===== config.mk =====
export PLATFORM = sky130hd
export DESIGN_NAME = rv_fetch_unit_flat
export DESIGN_NICKNAME = d
export VERILOG_FILES = /design/src/rtl/rv_fetch_unit_if.sv /design/src/rtl/rv_fetch_unit.sv /design/src/flat_wrapper.sv
export SDC_FILE = /design/constraint.sdc
export NUM_CORES = 1
export LEC_CHECK = 0
export BUFFER_PORTS_ARGS = -buffer_cell sky130_fd_sc_hd__buf_2
export CORE_ASPECT_RATIO = 0.7
export CORE_UTILIZATION = 52
export CTS_CLUSTER_SIZE = 20
export DETAILED_ROUTE_END_ITERATION = 6
export PLACE_DENSITY = 0.86
export SLEW_MARGIN = 10
export SYNTH_ARGS = -nofsm -noshare
export SYNTH_HDL_FRONTEND = slang
export SYNTH_SLANG_ARGS = --single-unit

===== constraint.sdc =====
create_clock -name clk -period 6.47 [get_ports clk]
set_clock_uncertainty 0.15 [all_clocks]
set_input_delay 1.294 -clock clk [delete_from_list [all_inputs] [get_ports clk]]
set_output_delay 1.294 -clock clk [all_outputs]
set_load 0.1 [all_outputs]

===== src/rtl/rv_fetch_unit_if.sv =====
// rtl/rv_fetch_unit_if.sv - instruction memory request/response interface
interface rv_fetch_unit_if;
   logic        imem_req;
   logic [31:0] imem_addr;
   logic        imem_ready;
   logic        imem_rvalid;
   logic [31:0] imem_rdata;

   modport master (
      output imem_req,
      output imem_addr,
      input  imem_ready,
      input  imem_rvalid,
      input  imem_rdata
   );

   modport slave (
      input  imem_req,
      input  imem_addr,
      output imem_ready,
      output imem_rvalid,
      output imem_rdata
   );
endinterface


===== src/rtl/rv_fetch_unit.sv =====
// rtl/rv_fetch_unit.sv - RV32I instruction fetch and PC sequencer
module rv_fetch_unit #(
   parameter logic [31:0] RESET_PC = 32'h0000_0000
) (
   input  logic              clk,
   input  logic              rst_n,
   rv_fetch_unit_if.master   imem,
   output logic              instr_valid,
   output logic [31:0]       instr,
   output logic [4:0]        selector,
   output logic [31:0]       pc,
   output logic [31:0]       pc_plus4,
   input  logic              commit,
   input  logic              PCSrc,
   input  logic [31:0]       target,
   output logic              fault,
   output logic [31:0]       instret
);

   typedef enum logic [1:0] {
      S_FETCH = 2'd0,
      S_WAIT  = 2'd1,
      S_EXEC  = 2'd2,
      S_FAULT = 2'd3
   } state_t;

   localparam logic [31:0] NOP = 32'h0000_0013;

   state_t      state_q;
   logic [31:0] pc_q;
   logic [31:0] instr_q;
   logic [31:0] instret_q;
   logic        req_q;
   logic        valid_q;
   logic        fault_q;

   // Sequencer: state plus registered handshake/status flags, so the outputs never glitch
   always_ff @(posedge clk or negedge rst_n) begin
      if (!rst_n) begin
         state_q   <= S_FETCH;
         pc_q      <= RESET_PC;
         instr_q   <= NOP;
         instret_q <= 32'd0;
         req_q     <= 1'b1;
         valid_q   <= 1'b0;
         fault_q   <= 1'b0;
      end else begin
         case (state_q)
            S_FETCH: begin
               if (imem.imem_ready) begin
                  state_q <= S_WAIT;
                  req_q   <= 1'b0;
               end
            end
            S_WAIT: begin
               if (imem.imem_rvalid) begin
                  // Only 32-bit encodings (low bits 11) are legal; anything else faults
                  if (imem.imem_rdata[1:0] != 2'b11) begin
                     state_q <= S_FAULT;
                     fault_q <= 1'b1;
                  end else begin
                     instr_q <= imem.imem_rdata;
                     state_q <= S_EXEC;
                     valid_q <= 1'b1;
                  end
               end
            end
            S_EXEC: begin
               if (commit) begin
                  if (PCSrc && (target[1:0] != 2'b00)) begin
                     // Misaligned target: keep pc pointing at the offending instruction
                     state_q <= S_FAULT;
                     valid_q <= 1'b0;
                     fault_q <= 1'b1;
                  end else begin
                     pc_q      <= PCSrc ? target : pc_plus4;
                     instret_q <= instret_q + 32'd1;
                     state_q   <= S_FETCH;
                     valid_q   <= 1'b0;
                     req_q     <= 1'b1;
                  end
               end
            end
            default: begin
               state_q <= S_FAULT;
               req_q   <= 1'b0;
               valid_q <= 1'b0;
               fault_q <= 1'b1;
            end
         endcase
      end
   end

   assign imem.imem_req  = req_q;
   assign imem.imem_addr = pc_q;
   assign instr_valid    = valid_q;
   assign instr          = instr_q;
   assign selector       = instr_q[6:2];
   assign pc             = pc_q;
   assign pc_plus4       = pc_q + 32'd4;
   assign fault          = fault_q;
   assign instret        = instret_q;

endmodule


===== src/flat_wrapper.sv =====
// flat-port wrapper written by rule: the top's interface ports become plain ports
module rv_fetch_unit_flat 
#(
   parameter logic [31:0] RESET_PC = 32'h0000_0000
)
  (clk, rst_n, instr_valid, instr, selector, pc, pc_plus4, commit, PCSrc, target, fault, instret, imem_imem_req, imem_imem_addr, imem_imem_ready, imem_imem_rvalid, imem_imem_rdata);
  rv_fetch_unit_if imem_i ();
  input  logic clk;
  input  logic rst_n;
  output logic instr_valid;
  output logic [31:0] instr;
  output logic [4:0] selector;
  output logic [31:0] pc;
  output logic [31:0] pc_plus4;
  input  logic commit;
  input  logic PCSrc;
  input  logic [31:0] target;
  output logic fault;
  output logic [31:0] instret;
  output wire logic [$bits(imem_i.imem_req)-1:0] imem_imem_req;
  output wire logic [$bits(imem_i.imem_addr)-1:0] imem_imem_addr;
  input wire logic [$bits(imem_i.imem_ready)-1:0] imem_imem_ready;
  input wire logic [$bits(imem_i.imem_rvalid)-1:0] imem_imem_rvalid;
  input wire logic [$bits(imem_i.imem_rdata)-1:0] imem_imem_rdata;
  assign imem_imem_req = imem_i.imem_req;
  assign imem_imem_addr = imem_i.imem_addr;
  assign imem_i.imem_ready = imem_imem_ready;
  assign imem_i.imem_rvalid = imem_imem_rvalid;
  assign imem_i.imem_rdata = imem_imem_rdata;
  rv_fetch_unit #(.RESET_PC(RESET_PC)) u_core (.clk(clk), .rst_n(rst_n), .imem(imem_i), .instr_valid(instr_valid), .instr(instr), .selector(selector), .pc(pc), .pc_plus4(pc_plus4), .commit(commit), .PCSrc(PCSrc), .target(target), .fault(fault), .instret(instret));
endmodule

==> results of run 1 <==
## cell usage in the layout (no fill, tap or decap), types with 13 or more instances in the layout
cell type / n
nor2_1: 20
buf_2: 236
nor4_1: 13
mux2_2: 30
xor2_1: 27
o21ai_0: 15
a21oi_1: 22
nand4_1: 16
xnor2_1: 32
inv_1: 14
nand2_1: 51
dfrtp_1: 97
nand3_1: 33
nor3_1: 27
## final timing paths
kind / to / slack [ps] / startpoint
max reg2reg: u_core.imem.imem_addr[26]$_DFFE_PN0P_ / 3770 / u_core.state_q[1]$_DFFE_PN0P_
min reg2reg: u_core.fault$_DFFE_PN0P_ / 320 / u_core.fault$_DFFE_PN0P_
min: u_core.fault$_DFFE_PN0P_ / 320 / u_core.fault$_DFFE_PN0P_
min in group asynchronous: u_core.imem.imem_addr[3]$_DFFE_PN0P_ / 780 / rst_n
max in group asynchronous: u_core.instr[15]$_DFFE_PN0P_ / 4170 / rst_n
max: pc_plus4[31] / 1980 / u_core.imem.imem_addr[13]$_DFFE_PN0P_
## routing by layer
layer	global-route usage	wire, um	up-vias
met3	0.05060	1045	27
met5	0	0	-
li1	-	-	2436
met1	0.3817	6847	2559
met4	0.07353	276	0
met2	0.4658	7835	253
## kinds of logic after synthesis
logic type      share of synthesized area
simple gates                       0.2018
flops                              0.4412
compound gates                     0.1094
buf+inv                           0.08740
xor+xnor                          0.09002
mux                               0.06582
fa+ha+maj                        0.004359
## per-stage QoR
stage | setup WS [ps] | instances | utilization | total power [mW]
6_report | 1975 | 922 | 0.6624 | 3.146
5_1_grt | 1766 | 922 | 0.6624 | 3.236
3_3_place_gp | 2442 | 906 | 0.6363 | 2.615
4_1_cts | 2031 | 922 | 0.6624 | 3.158
2_1_floorplan | 1247 | 587 | - | 2.445
3_5_place_dp | 2340 | 906 | 0.6363 | 2.643
## power by group through the flow
| stage | clock network [mW] | logic [mW] | registers (mW) |
|---|---|---|---|
| 6_report | 0.515 | 1.78 | 0.855 |
| 5_1_grt | 0.547 | 1.82 | 0.871 |
| 4_1_cts | 0.526 | 1.78 | 0.851 |
| 3_5_place_dp | 0 | 1.78 | 0.862 |
| 3_3_place_gp | 0 | 1.77 | 0.850 |
| 2_1_floorplan | 0 | 0.916 | 1.53 |
## cell type report
type                       count  area [sq um]
clock buffer                  11         232.7
inverter                      14         52.55
tap                          148         185.2
clock inverter                 5         42.54
timing repair buffer         243          1234
fill                         876          3562
multi-input combinational    400          2709
sequential                   101          2532
## worst max-delay path: stages (launching register included)
cell	delay (ps)
dfrtp_1	530
nand3_1	230
nor4_2	970
nand3_1	250
xnor2_1	270
buf_2	470
## sequential cells by signal, indices dropped and copies added, names as in the netlist
name / cells
u_core.state_q: 2
u_core.instr: 32
u_core.instret: 32
u_core.imem.imem_req: 1
u_core.imem.imem_addr: 32
u_core.fault: 1
u_core.instr_valid: 1
==> run_results.csv, run 1 <==
group,metric,value,unit
placed_design,finalWeightedCongestion,0.9511,
yosys,syn_nets,659,
yosys,synth_top_area_share,0.4228,
sta,hold_viol_final,0,
pwr,p_int,1.230,mW
global_routing,grt_pass1_wl,25540,um
yosys,synth_edf_count,0,
setup_path,start_kind,"flip-flop",
die,dieHeight,89.91,um
global_routing,grt_use_total,0.2814,
pwr,pwr-share-seq,0.272,
yosys,synth_area,5741,sq um
sta,worst_pin_slew,1066,ps
clock_network,clockBufferDepth,2,
setup_path,worstPathArrival,3050,ps
setup_path,path_max_fanout,11,
sta,fmax,222.5,MHz
detailed_routing,vias_per_cell,5.721,
yosys,synth_ff_type,"dfrtp_1",
sta,max_slew_margin,0.2835,
detailed_routing,dr.first_iter.drc_count,406,
sta,drv_slew,0,
clock_network,clkLatencyLatePin,340,ps
yosys,async_flop_share,1.000,
sta,finalSetupViolCount,0,
die,ios,238,
die,fp.coreArea,10550,sq um
detailed_routing,first_pass_iters,5,
sta,tns,0,ps
clock_network,cts_resized,0,
yosys,synth_cell_types,54,
setup_path,path_class,"reg -> out",
global_routing,grt_max_degree,67,
yosys,yosysSeqAreaShare,0.4412,
detailed_routing,wl_per_cell,17.36,um
yosys,yosysTopAreaCell,"dfrtp_1",
sta,hold-worst-slack,323.4,ps
setup_path,ff2ff_path_depth,5,
min_path,hold_depth,1,
clock_network,cts_root_buffer,"clkbuf_16",
detailed_routing,drt-total-wl,16010,um
cells_and_area,drive_above_1_share,0.3928,
detailed_routing,vias,5275,
cells_and_area,fin_area,6988,sq um
clock_network,htree_levels,3,
yosys,yosysWarnings,0,
placed_design,dp_hpwl,11650,um
clock_network,hold_buffers,0,
status,status,"finished, final reports clean",
clock_network,clkTransAtPathRegs,70,ps
detailed_routing,drcViolationCount,0,
die,fp.dieW,127.6,um
yosys,synth_cells,587,
die,rows,31,
cells_and_area,final_nets,841,
yosys,yosysMostFrequentCell,"dfrtp_1",
clock_network,tritoncts,"built",
yosys,avgSynthCellArea,9.779,sq um
setup_path,endpoint_kind,"primary output",
die,die_area,11470,sq um
placed_design,numPortBuffers,237,
yosys,synthTopCellsByCount,"dfrtp_1, nand2_1, buf_4",
cells_and_area,diodes,0,
die,start_util,0.5441,
placed_design,placed_area,6713,sq um
sta,rsz0062_at_grt,"false",
pwr,powerDensity,450.2,nW/um^2
min_path,hold_path_class,"reg -> reg",
job,maxCapViolCount,0,
pwr,p_comb_frac,0.565,
clock_network,cts.sinks,101,
global_routing,antenna_found_initial,0,
clock_network,postCtsSetupBuffers,0,
pwr,power_leakage,3.497,nW
global_routing,grt_pass1_vias,4903,
cells_and_area,area_growth,21.73,%
clock_network,cts_made_buffers,9,
sta,min_period,4495,ps
yosys,ys_top_cells_by_area,"dfrtp_1, mux2_2, buf_4, xnor2_1, xor2_1",
pwr,max-vdd-ir-drop,0.4340,mV
sta,fin_crit_sh,0.6947,
pwr,switching_power,1.915,mW
global_routing,grt_overflow,0,
setup_path,cp.required,5030,ps
pwr,clkPwrFrac,0.164,
detailed_routing,ant_nets,0,
yosys,ys_seq_elements,101,
pwr,switching_share,0.6089,
Note: power is estimated with default switching activity, not from simulation.
==> run 2, diff against run 1 <==
- CORE_UTILIZATION: 52 -> 44
- PLACE_DENSITY: 0.86 -> 0.77
- clock period: 6.47 -> 3.6 ns (I/O delays scaled with it)
==> run 2 against run 1 <==
- the flow now finishes with violations (design-rule violations)
- count of clock-buffer cells in the layout down 1
- final cell count is 3.0% higher
- hold slack worse by 51 ps
- global-route usage fell by 3.2 points
- flip-flop and latch count is the same
- non-clock buffer count up 14
- critical path type unchanged
- critical endpoint is now pc_plus4[28]
- largest cell class unchanged
==> run_results.csv, run 2 (synthesis gave the netlist of run 1 again) <==
group,metric,value,unit
status,status,"complete, but fails checks",
status,violations,"design-rule violations",
sta,min_period,3451,ps
detailed_routing,drt-total-wl,16490,um
clock_network,cts_root_buffer,"clkbuf_16",
setup_path,worstPathArrival,2580,ps
global_routing,grt_pass1_wl,26830,um
global_routing,grt_pass1_vias,5197,
placed_design,dp_hpwl,12240,um
setup_path,r2r_end,"u_core.instret[31]$_DFFE_PN0P_",
pwr,max-vdd-ir-drop,0.9904,mV
clock_network,cts.sinks,101,
setup_path,crit-reg2reg-launch,"u_core.state_q[1]$_DFFE_PN0P_",
cells_and_area,final_nets,855,
pwr,pwr-share-seq,0.273,
die,dieHeight,97.57,um
sta,tns,0,ps
setup_path,crit_start,"u_core.imem.imem_addr[15]$_DFFE_PN0P_",
setup_path,path_class,"reg -> out",
die,fp.coreArea,12550,sq um
cells_and_area,layout_commonest_cell,"buf_2",
sta,drv_slew,0,
sta,fmax,289.7,MHz
sta,rsz0062_at_grt,"false",
setup_path,endpoint_kind,"primary output",
pwr,p_int,2.263,mW
detailed_routing,drcViolationCount,34,
clock_network,tritoncts,"built",
clock_network,cts_made_buffers,9,
setup_path,crit_path_end,"pc_plus4[28]",
detailed_routing,vias,5295,
clock_network,clkLatencyLatePin,350,ps
global_routing,grt_use_total,0.2498,
global_routing,antenna_found_initial,0,
sta,finalSetupViolCount,0,
sta,max_slew_margin,0.4204,
global_routing,grt_overflow,0,
die,ios,238,
detailed_routing,first_pass_iters,7,
cells_and_area,diodes,0,
pwr,switching_power,3.489,mW
setup_path,cp.required,2730,ps
clock_network,clockBufferDepth,2,
clock_network,hold_buffers,0,
pwr,power_leakage,3.732,nW
setup_path,start_kind,"flip-flop",
cells_and_area,drive_above_1_share,0.4543,
pwr,p_comb_frac,0.563,
cells_and_area,final_cell_mix,"buf_2, dfrtp_1, nand2_1",
die,start_util,0.4574,
pwr,clkPwrFrac,0.164,
global_routing,grt_max_degree,64,
setup_path,path_max_fanout,9,
detailed_routing,dr.first_iter.drc_count,232,
placed_design,numPortBuffers,237,
die,die_area,13510,sq um
clock_network,clkTransAtPathRegs,70,ps
sta,worst_pin_slew,868.4,ps
detailed_routing,vias_per_cell,5.574,
die,rows,34,
detailed_routing,wl_per_cell,17.36,um
clock_network,htree_levels,3,
placed_design,finalWeightedCongestion,0.8801,
min_path,hold_path_class,"in -> async",
sta,hold-worst-slack,272.5,ps
setup_path,rrSetupSlack,1200,ps
sta,hold_viol_final,0,
pwr,powerDensity,753.5,nW/um^2
detailed_routing,ant_nets,0,
die,fp.dieW,138.5,um
setup_path,ff2ff_path_depth,4,
pwr,switching_share,0.6066,
job,maxCapViolCount,0,
sta,fin_crit_sh,0.9587,
cells_and_area,area_growth,32.98,%
-- run 2: cell count changes in the layout (fill, tap and decap cells not counted), moves of 8 or more --
cell and change:
dfrtp_2 +8, dfrtp_1 -8, xor2_1 -11, buf_4 +14
xnor2_4 +9, xnor2_1 -16, buf_2 -8
-- run 2: layer usage --
metal | track usage | routed length (um) | vias up
met5 | 0 | 0 | -
met4 | 0.07952 | 230 | 0
met3 | 0.05323 | 1150 | 19
met2 | 0.4088 | 7921 | 232
met1 | 0.3313 | 7186 | 2577
li1 | - | - | 2467
-- run 2: worst min path at each step --
stage / start / end / slack [ps]
6_report: rst_n / u_core.instret[28]$_DFFE_PN0P_ / 270
4_1_cts: rst_n / u_core.instret[30]$_DFFE_PN0P_ / 300
2_1_floorplan: rst_n / u_core.fault$_DFFE_PN0P_ / 270
3_3_place_gp: u_core.instret[31]$_DFFE_PN0P_ / u_core.instret[31]$_DFFE_PN0P_ / 300
3_5_place_dp: u_core.fault$_DFFE_PN0P_ / u_core.fault$_DFFE_PN0P_ / 310
5_1_grt: rst_n / u_core.instret[28]$_DFFE_PN0P_ / 340
-- run 2: area by class of cell --
class	count	area [sq um]
clock inverters	6	53.80
inverters	14	52.55
well taps	162	202.7
multi-input cells	400	3107
fillers	1059	4916
clock buffers	10	229.0
repair buffers	257	1446
flip-flops and latches	101	2542
-- run 2: timing repair --
item                       in CTS  in global routing
gates resized for setup         1                  3
setup endpoints to repair       1                  2
setup buffers                   0                  0
-- run 2: per-stage QoR --
| stage | util | worst slack (ps) | instance area, sq um | power [mW] | instances |
|---|---|---|---|---|---|
| 2_1_floorplan | - | -249.5 | 6133 | 4.471 | 587 |
| 3_3_place_gp | 0.5845 | 477.8 | 7336 | 4.798 | 934 |
| 3_5_place_dp | 0.5845 | 375.7 | 7336 | 4.837 | 934 |
| 4_1_cts | 0.6075 | 93.24 | 7624 | 5.783 | 950 |
| 5_1_grt | 0.6083 | 9.844 | 7634 | 5.922 | 950 |
| 6_report | 0.6083 | 148.6 | 7634 | 5.752 | 950 |
-- run 2: worst max-delay path: stages (launching register included) --
cell     delay (ps)
dfrtp_1         540
nand3_1         200
nor2_1          480
nand4_1         360
xnor2_4         210
buf_2           450
-- run 2: power groups by stage --
stage	sequential, mW	combinational, mW	clock (mW)
after floorplan	2.77	1.70	0
after global placement	1.57	3.23	0
after detailed placement	1.59	3.25	0
after CTS	1.57	3.25	0.963
after global routing	1.61	3.31	1.01
final	1.57	3.24	0.940
